<file path="src/rtl/clk_div_bank.sv">
`default_nettype none
// ============================================================================
// Module   : clk_div_bank
// Purpose  : Multi-channel clock-enable / square-wave divider with glitch-free
//            run-time limit reload. Optional macro CLKDIV_SYNC_EN adds sync_in.
// Revision : 1.0  initial release
// ============================================================================
module clk_div_bank #(
  parameter int NUM_CH = 3,
  parameter int CNT_W  = 25,
  parameter int CH_W   = 2,
  parameter logic [NUM_CH*CNT_W-1:0] LIM_INIT = {25'd24999999, 25'd500000, 25'd1}
) (
  input  logic              clk50m,
  input  logic              rst,
  input  logic [NUM_CH-1:0] ch_en,
  input  logic              cfg_wr,
  input  logic [CH_W-1:0]   cfg_ch,
  input  logic [CNT_W-1:0]  cfg_lim,
`ifdef CLKDIV_SYNC_EN
  input  logic              sync_in,
`endif
  output logic [NUM_CH-1:0] cfg_pend,
  output logic [NUM_CH-1:0] cfg_ack,
  output logic [NUM_CH-1:0] div_out,
  output logic [NUM_CH-1:0] tick
);

  logic sync_req;
`ifdef CLKDIV_SYNC_EN
  assign sync_req = sync_in;
`else
  assign sync_req = 1'b0;
`endif

  genvar gi;
  generate
    for (gi = 0; gi < NUM_CH; gi++) begin : g_ch
      logic [CNT_W-1:0] cnt;
      logic [CNT_W-1:0] lim;
      logic [CNT_W-1:0] pend_val;
      logic             pend;
      logic             ack;
      logic             div_q;
      logic             tick_q;
      logic             wr_hit;
      logic             at_tc;
      logic             apply;

      assign wr_hit = cfg_wr && (cfg_ch == CH_W'(gi));
      assign at_tc  = (cnt == lim);
      // A write landing on the applying edge supersedes the older pending value.
      assign apply  = pend && !wr_hit && (sync_req || !ch_en[gi] || at_tc);

      always_ff @(posedge clk50m or posedge rst) begin
        if (rst) begin
          cnt      <= '0;
          lim      <= LIM_INIT[gi*CNT_W +: CNT_W];
          pend_val <= '0;
          pend     <= 1'b0;
          ack      <= 1'b0;
          div_q    <= 1'b0;
          tick_q   <= 1'b0;
        end else begin
          ack    <= apply;
          tick_q <= 1'b0;

          if (wr_hit) begin
            pend_val <= cfg_lim;
            pend     <= 1'b1;
          end else if (apply) begin
            pend     <= 1'b0;
          end

          if (apply) begin
            lim <= pend_val;
          end

          if (sync_req) begin
            cnt   <= '0;
            div_q <= 1'b0;
          end else if (ch_en[gi]) begin
            if (at_tc) begin
              cnt    <= '0;
              div_q  <= ~div_q;
              tick_q <= 1'b1;
            end else begin
              cnt <= cnt + 1'b1;
            end
          end else if (apply) begin
            cnt <= '0;
          end
        end
      end

      assign cfg_pend[gi] = pend;
      assign cfg_ack[gi]  = ack;
      assign div_out[gi]  = div_q;
      assign tick[gi]     = tick_q;
    end
  endgenerate

endmodule
`default_nettype wire
</file>
<file path="config.mk">
export PLATFORM = sky130hd
export DESIGN_NAME = clk_div_bank
export DESIGN_NICKNAME = d
export VERILOG_FILES = /design/src/rtl/clk_div_bank.sv
export SDC_FILE = /design/constraint.sdc
export NUM_CORES = 1
export LEC_CHECK = 0
export BUFFER_PORTS_ARGS = -buffer_cell sky130_fd_sc_hd__buf_4
export CAP_MARGIN = 20
export CORE_ASPECT_RATIO = 1.25
export CORE_MARGIN = 5
export CORE_UTILIZATION = 66
export CTS_CLUSTER_SIZE = 30
export DETAILED_ROUTE_END_ITERATION = 12
export GPL_ROUTABILITY_DRIVEN = 1
export PLACE_DENSITY_LB_ADDON = 0.05
export SLEW_MARGIN = 10
export SYNTH_ARGS = -nofsm -noshare
export SYNTH_HDL_FRONTEND = slang
export SYNTH_SLANG_ARGS = --single-unit
</file>
<file path="constraint.sdc">
create_clock -name clk50m -period 15.9 [get_ports clk50m]
set_input_delay 0.795 -clock clk50m [delete_from_list [all_inputs] [get_ports clk50m]]
set_output_delay 0.795 -clock clk50m [all_outputs]
set_load 0.005 [all_outputs]
</file>
==> results.yml, run 1 <==
final_layout:
  drive_above_1_share: 0.2987
  nets: 962
  diodes: 0
  syn_to_final_growth_pct: 12.18
  fillers: 1067
clock_tree:
  htree_levels: 1
  clkLatencyLatePin_ps: 510
  clock-sinks: 237
  cts-root-buf: "clkbuf_16"
  cts-resized-gates: 0
  cts_tree: "done"
  cts_buffers: 24
  clk_pin_slew_ps: 60
  cts_max_path_buffers: 3
  cts_hold_buf: 0
  post_cts_buffers: 0
sta:
  period_share: 0.2054
  tightest_slew_ps: 1019
  max_freq_mhz: 306.3
  fin_ws_ps: 12630
  hold_violations: 0
  report.final.slew_viol_count: 0
  fin_skew_ps: 9.429
  rsz0062_at_grt: "false"
  tns_ps: 0
  slew_headroom: 0.3205
  finalSetupViolCount: 0
  fin_crit_ps: 3265
yosys:
  syn_area_um2: 10920
  synth_top_family_by_area: "multiplexers"
  synth_edf_count: 0
  yosys-top-cells-area: "dfrtp_1 (49%), mux2_2 (14%), dfstp_2 (6.0%)"
  yosys.area_share.simple: 0.1158
  syn_nets: 930
  synth_top_area_share: 0.4857
  synth_warnings: 0
  postSynthAreaPerCell_um2: 12.22
  synth_mux_area_frac: 0.1676
  syn_inst: 894
  synth-compound-area-share: 0.05533
  synth_flop_cell: "dfrtp_1"
  yosysSeqAreaShare: 0.5458
  synthAdderAreaFrac: 0.003436
  async_reset_ff_frac: 1.000
  synth_area_leader_cell: "dfrtp_1"
  synthTopCellsByCount: "dfrtp_1 (212), mux2_2 (131), xnor2_1 (70)"
  synthXorXnorAreaFrac: 0.08419
  synth_most_common_cell: "dfrtp_1"
  synth_seq_cells: 237
  ys_types: 48
power:
  p_leak_nw: 5.393
  peakVddDrop_v: 0.0001170
  p_int_mw: 1.306
  switching_share: 0.2584
  power.density_nw_per_um2: 143.7
  seq_power_share: 0.488
  switchingPower_mw: 0.4549
  p_clk_frac: 0.339
  comb_power_share: 0.173
grt:
  first_global_vias: 7367
  grt_usage: 0.2511
  overflow: 0
  grt_max_degree: 151
  grt_pass1_wl_mm: 39.47
  antenna_found_initial: 0
place:
  post-place-ws_ps: 12560
  port_buffers: 44
  place_congestion: 0.9011
  dpl.hpwl_mm: 16.23
critical_path:
  cp-start-kind: "flip-flop"
  crit_path_max_fanout: 26
  required_ps: 16290
  reg2regPathDepth: 6
  regToRegEndpoint: "g_ch[1].lim[10]"
  critical_path_class: "reg -> reg"
  crit_arrival_ps: 3660
  crit_path_end_kind: "flip-flop"
  r2r_slack_ps: 12630
  reg2reg_from: "g_ch[1].cnt[12]"
drt:
  drtPass1Iterations: 5
  initialDrtViolationCount: 599
  ant_nets: 0
  drc: 0
  num_vias: 7055
  viasPerCell: 6.082
  drt-total-wl_mm: 23.54
  post_drt_wl_per_cell_um: 20.29
run_status:
  status: "complete, no violations"
floorplanning:
  rows: 52
  dieArea_um2: 19240
  ios: 45
  die_h_um: 153.8
  core_um2: 16270
  die_x_um: 125.1
  initial_core_util: 0.6715
hold_path:
  hp-class: "in -> async"
flow_run:
  cap_viol_max_count: 0
-- registers in the layout, indices dropped and copies added (netlist names) --
register,flops
g_ch.div_q,3
g_ch.lim,75
g_ch.pend,3
g_ch.cnt,75
g_ch.pend_val,75
g_ch.ack,3
g_ch.tick_q,3
-- through the flow --
| stage | instances | utilization | hold slack, ps | power [mW] | instance area [um^2] |
|---|---|---|---|---|---|
| floorplan | 894 | - | 442.8 | 1.080 | 10920 |
| detailed placement | 1113 | 0.6972 | 459.6 | 1.170 | 11340 |
| finish | 1160 | 0.7533 | 282.4 | 1.761 | 12250 |
| global route | 1160 | 0.7533 | 295.7 | 1.843 | 12250 |
| CTS | 1157 | 0.7490 | 471.6 | 1.772 | 12180 |
| global placement | 1113 | 0.6972 | 460.5 | 1.153 | 11340 |
-- final cells by class --
cell class | count | area [um^2] | share of cell area
Timing Repair Buffer | 56 | 467.9 | 0.03819
Clock buffer | 35 | 693.2 | 0.05657
Multi-Input combinational cell | 596 | 4661 | 0.3804
Tap cell | 216 | 270.3 | 0.02206
Clock inverter | 9 | 150.1 | 0.01225
Sequential cell | 237 | 5962 | 0.4866
Inverter | 11 | 48.80 | 0.003982
-- worst max-delay path by stage --
| stage | startpoint | endpoint | slack (ps) |
|---|---|---|---|
| floorplan | rst | g_ch[0].ack | 8640 |
| global placement | g_ch[2].cnt[0] | g_ch[2].lim[6] | 12620 |
| detailed placement | g_ch[2].cnt[0] | g_ch[2].lim[6] | 12560 |
| CTS | g_ch[2].cnt[0] | g_ch[2].lim[10] | 12510 |
| global route | g_ch[1].cnt[12] | g_ch[1].lim[11] | 12420 |
| finish | g_ch[1].cnt[12] | g_ch[1].lim[10] | 12630 |
-- layout by cell type, fill, tap and decap left out, types with 25 or more instances in the layout --
cell type / Yosys / layout
dfrtp_1: 212 / 212
xor2_1: 35 / 35
dfstp_2: 25 / 25
clkbuf_16: 0 / 25
mux2_2: 131 / 131
nand3_1: 52 / 52
nand4_1: 27 / 27
nand2_1: 46 / 46
xnor2_1: 70 / 70
nor2_1: 46 / 46
buf_4: 12 / 53
-- critical path, stage by stage (launching register included) --
cell and delay, ps:
dfrtp_1 450, xor2_1 170, nor4_1 340, nand4_1 270, o41ai_4 900, nand3_4 540
mux2_4 450
-- logic make-up (layout without fill, tap and decap cells) --
logic type / count (synthesis) / in the layout
simple gates: 247 / 247
flops: 237 / 237
mux: 157 / 157
xor+xnor: 105 / 105
compound gates: 84 / 84
buf+inv: 61 / 111
fa+ha+maj: 3 / 3
-- metal layers --
metal	global-route usage	routed length (um)	part of all wire	vias to the layer above
met5	0	0	0	-
met4	0.1064	935	0.040	0
met3	0.03262	990	0.042	57
met2	0.4114	11590	0.49	189
met1	0.3412	10020	0.43	3598
li1	-	-	-	3211
-- power groups by stage --
stage	clock (mW)	combinational (mW)	sequential, mW
6_report	0.597	0.305	0.858
5_1_grt	0.633	0.335	0.875
4_1_cts	0.605	0.307	0.859
3_5_place_dp	0	0.303	0.867
3_3_place_gp	0	0.291	0.862
2_1_floorplan	0	0.250	0.830
Power figures use the tool's default switching activity.
==> inputs of run 2 (changes only) <==
--- a/config.mk
+++ b/config.mk
@@ -9,7 +9,7 @@
 export CAP_MARGIN = 20
 export CORE_ASPECT_RATIO = 1.25
 export CORE_MARGIN = 5
-export CORE_UTILIZATION = 66
+export CORE_UTILIZATION = 56
 export CTS_CLUSTER_SIZE = 30
 export DETAILED_ROUTE_END_ITERATION = 12
 export GPL_ROUTABILITY_DRIVEN = 1
==> constraint.sdc (replaced) <==
create_clock -name clk50m -period 2.75 [get_ports clk50m]
set_input_delay 0.1375 -clock clk50m [delete_from_list [all_inputs] [get_ports clk50m]]
set_output_delay 0.1375 -clock clk50m [all_outputs]
set_load 0.005 [all_outputs]
==> results.yml, run 2 (same netlist as run 1, synthesis figures left out) <==
power:
  p_leak_nw: 5.581
  power.density_nw_per_um2: 820.7
  peakVddDrop_v: 0.0006089
clock_tree:
  cts_tree: "done"
  cts-root-buf: "clkbuf_16"
  clock-sinks: 237
  clk_pin_slew_ps: 60
  clkLatencyLatePin_ps: 510
  cts_max_path_buffers: 3
  htree_levels: 1
  cts-resized-gates: 0
  cts_buffers: 25
sta:
  report.final.slew_viol_count: 0
  slew_headroom: 0.5373
  fin_skew_ps: 15.80
  rsz0062_at_grt: "false"
  max_freq_mhz: 394.5
  finalSetupViolCount: 0
  hold_violations: 0
  fin_crit_ps: 2535
  tightest_slew_ps: 687.8
  period_share: 0.9218
  tns_ps: 0
critical_path:
  crit_path_cell_trace: "xor2_1 -> nor4_2 -> nand4_1 -> o41ai_4 -> nand3_4 -> buf_4 -> mux2_4"
  crit_path_end_kind: "flip-flop"
  required_ps: 3140
  worst-path-buf-inv: 1
  critical-path-top-delay-family: "simple AND/OR/NAND/NOR gates"
  cpPeakStageDelay_ps: 480
  crit_path_max_fanout: 26
  critical_path_class: "reg -> reg"
  crit_arrival_ps: 2920
  crit_slowest_cell: "o41ai_4"
  cp-start-kind: "flip-flop"
final_layout:
  reg.largest.list: "g_ch.cnt (75), g_ch.lim (75), g_ch.pend_val (75)"
  final_common_cell: "dfrtp_1"
  diodes: 0
  nets: 1001
  drive_above_1_share: 0.3001
  fin_util: 0.6586
  final_cell_mix: "dfrtp_1 (212), mux2_2 (131), xnor2_1 (70)"
  syn_to_final_growth_pct: 16.54
hold_path:
  hp-class: "in -> reg"
grt:
  overflow: 0
  grt_max_degree: 102
  grt_pass1_wl_mm: 39.05
  grt_usage: 0.2180
  antenna_found_initial: 0
  first_global_vias: 7259
flow_run:
  cap_viol_max_count: 0
place:
  port_buffers: 44
  place_congestion: 0.8575
  dpl.hpwl_mm: 17.13
floorplanning:
  rows: 57
  die_x_um: 134.9
  ios: 45
  dieArea_um2: 22420
  core_um2: 19330
  die_h_um: 166.1
  initial_core_util: 0.5652
drt:
  drtPass1Iterations: 5
  drc: 0
  post_drt_wl_per_cell_um: 19.26
  num_vias: 7055
  initialDrtViolationCount: 403
  drt-total-wl_mm: 24.04
  viasPerCell: 5.653
  ant_nets: 0
run_status:
  status: "complete, no violations"
## run 2: metal layers
| layer | GRT usage | wire length, um | vias to the layer above |
|---|---|---|---|
| li1 | - | - | 3301 |
| met1 | 0.2954 | 10310 | 3555 |
| met2 | 0.3717 | 12280 | 162 |
| met3 | 0.02606 | 869 | 37 |
| met4 | 0.06112 | 575 | 0 |
| met5 | 0 | 0 | - |
## run 2: power by group
group	switching, mW	internal, mW	leakage, nW
combinational	0.690	1.10	2.20
sequential	0.635	4.35	2.95
clock	1.35	2.32	0.436
total	2.68	7.77	5.58
## run 2: what timing repair did
action,4_1_cts,5_1_grt
hold buffers,28,0
endpoints found under the hold margin,165,0
setup endpoints to repair,0,0
buffers inserted,0,0
## run 2: path summary, 6_finish.rpt
check	from	to	slack (ps)	depth (start not counted)
worst max-delay path	g_ch[1].cnt[16]	g_ch[1].lim[14]	220	7
worst min-delay path	ch_en[0]	g_ch[0].tick_q	40	2
worst max register to register	g_ch[1].cnt[16]	g_ch[1].lim[14]	220	7
worst min register to register	g_ch[1].div_q	g_ch[1].div_q	470	1
max in group asynchronous	rst	g_ch[1].pend_val[1]	1710	4
min in group asynchronous	rst	g_ch[1].cnt[24]	140	3
## run 2: worst reg2reg max path, stage by stage (launching register included)
cell,delay [ps]
dfrtp_1,450
xor2_1,180
nor4_2,310
nand4_1,260
o41ai_4,480
nand3_4,90
buf_4,290
mux2_4,360
## run 2: layout make-up
cell class	instances	area, um^2
clock buffers	33	685.7
repair buffers	94	825.8
multi-input cells	596	4661
inverters	11	45.04
well taps	265	331.6
flip-flops and latches	237	5962
clock inverters	12	219.0
fillers	1433	6598
## run 2: through the flow
stage               hold slack (ps)  instance area (um^2)  power (mW)  std cells  setup slack [ps]
CTS                           26.37                 12730       10.56       1248             212.4
finish                        38.40                 12730       10.45       1248             215.1
global placement              126.8                 11540       6.731       1175             266.6
floorplan                     288.1                 10930       6.248        894            -473.0
detailed placement            118.0                 11540       6.819       1175             235.1
global route                  16.04                 12730       10.93       1248             90.76
==> inputs of run 3 (changes only) <==
--- a/config.mk
+++ b/config.mk
@@ -10,6 +10,7 @@
 export CORE_ASPECT_RATIO = 1.25
 export CORE_MARGIN = 5
 export CORE_UTILIZATION = 56
+export CTS_BUF_LIST = sky130_fd_sc_hd__clkbuf_4 sky130_fd_sc_hd__clkbuf_8 sky130_fd_sc_hd__clkbuf_16
 export CTS_CLUSTER_SIZE = 30
 export DETAILED_ROUTE_END_ITERATION = 12
 export GPL_ROUTABILITY_DRIVEN = 1
==> results.yml, run 3 (same netlist as run 1, synthesis figures left out) <==
power:
  p_int_mw: 7.822
  switchingPower_mw: 2.674
  power.density_nw_per_um2: 823.2
  peakVddDrop_v: 0.0006396
  comb_power_share: 0.171
  seq_power_share: 0.475
  p_leak_nw: 5.598
  p_clk_frac: 0.354
  switching_share: 0.2547
final_layout:
  final_common_cell: "dfrtp_1"
  nets: 1001
  drive_above_1_share: 0.3052
  final_area_um2: 12750
  reg.largest.list: "g_ch.cnt (75), g_ch.lim (75), g_ch.pend_val (75)"
  syn_to_final_growth_pct: 16.71
  fillers: 1429
  fin_util: 0.6596
  diodes: 0
  register_area_um2: 5962
  multi_input_area_um2: 4661
  final_cell_mix: "dfrtp_1 (212), mux2_2 (131), xnor2_1 (70)"
place:
  post-place-ws_ps: 235.1
  place_congestion: 0.8575
  dpl_cell_area_um2: 11540
  port_buffers: 44
  dpl.hpwl_mm: 17.13
floorplanning:
  initial_core_util: 0.5652
  rows: 57
  ios: 45
  core_um2: 19330
  die_x_um: 134.9
  die_h_um: 166.1
  dieArea_um2: 22420
sta:
  slew_headroom: 0.5342
  tns_ps: 0
  finalSetupViolCount: 0
  rsz0062_at_grt: "false"
  max_freq_mhz: 393.0
  report.final.slew_viol_count: 0
  fin_crit_ps: 2544
  period_share: 0.9252
  fin_skew_ps: 14.39
  tightest_slew_ps: 692.5
  hold_violations: 0
  fin_ws_ps: 205.6
  whs_ps: 36.10
grt:
  antenna_found_initial: 0
  grt_pass1_wl_mm: 39.10
  grt_max_degree: 102
  overflow: 0
  grt_usage: 0.2182
  first_global_vias: 7267
clock_tree:
  cts_tree: "done"
  cts_max_path_buffers: 3
  cts-resized-gates: 0
  post_cts_buffers: 0
  htree_levels: 1
  clk_pin_slew_ps: 60
  cts-root-buf: "clkbuf_16"
  cts_buffers: 25
  clock-sinks: 237
  clkLatencyLatePin_ps: 510
critical_path:
  cpPeakStageDelay_ps: 480
  crit_path_max_fanout: 26
  worst-path-buf-inv: 1
  cp-start-kind: "flip-flop"
  critical-path-top-delay-family: "simple AND/OR/NAND/NOR gates"
  crit_slowest_cell: "o41ai_4"
  critical_path_class: "reg -> reg"
  crit_path_end_kind: "flip-flop"
  crit_path_cell_trace: "xor2_1 -> nor4_2 -> nand4_1 -> o41ai_4 -> nand3_4 -> buf_4 -> mux2_4"
  crit_arrival_ps: 2930
  required_ps: 3140
drt:
  viasPerCell: 5.651
  ant_nets: 0
  initialDrtViolationCount: 413
  drtPass1Iterations: 5
  drt-total-wl_mm: 23.98
  post_drt_wl_per_cell_um: 19.22
  num_vias: 7052
  drc: 0
hold_path:
  hp-class: "in -> reg"
flow_run:
  cap_viol_max_count: 0
run_status:
  status: "complete, no violations"
run 3: final cells by class:
type,count,area share
multi-input combinational,596,0.3656
tap,265,0.02601
sequential,237,0.4677
inverter,11,0.003533
clock inverter,12,0.01718
clock buffer,33,0.05526
timing repair buffer,94,0.06478
run 3: path summary, 6_finish.rpt:
check                                     start                  end  slack (ps)  cells past startpoint
max in group asynchronous                   rst  g_ch[1].pend_val[1]        1710                      4
worst min-delay path                   ch_en[0]       g_ch[0].tick_q          40                      2
worst min register to register    g_ch[1].div_q        g_ch[1].div_q         470                      1
min in group asynchronous                   rst      g_ch[1].cnt[24]         140                      3
worst max register to register  g_ch[1].cnt[16]      g_ch[1].lim[14]         210                      7
worst max-delay path            g_ch[1].cnt[16]      g_ch[1].lim[14]         210                      7
run 3: metal layers:
layer | GRT usage | wire [um] | up-vias
met4 | 0.06112 | 566 | 0
met1 | 0.2960 | 10260 | 3569
met5 | 0 | 0 | -
met2 | 0.3717 | 12380 | 142
li1 | - | - | 3306
met3 | 0.02606 | 774 | 35
run 3: worst register-to-register path, cell delays in order (launching register included):
cell     delay [ps]
dfrtp_1         450
xor2_1          180
nor4_2          310
nand4_1         260
o41ai_4         480
nand3_4          90
buf_4           290
mux2_4          360
run 3: metrics by stage:
step | total power [mW] | instances
floorplan | 6.248 | 894
global placement | 6.731 | 1175
detailed placement | 6.819 | 1175
CTS | 10.62 | 1248
global route | 10.99 | 1248
finish | 10.50 | 1248
run 3: power by group through the flow:
stage | sequential (mW) | clock (mW) | combinational [mW]
final | 4.99 | 3.71 | 1.79
after global routing | 5.08 | 3.95 | 1.96
after CTS | 5.00 | 3.80 | 1.82
after detailed placement | 5.05 | 0 | 1.77
after global placement | 5.03 | 0 | 1.70
after floorplan | 4.80 | 0 | 1.45
run 3: what timing repair did:
action | CTS | global route
setup endpoints to repair | 0 | 0
hold buffers | 28 | 0
endpoints found under the hold margin | 165 | 0
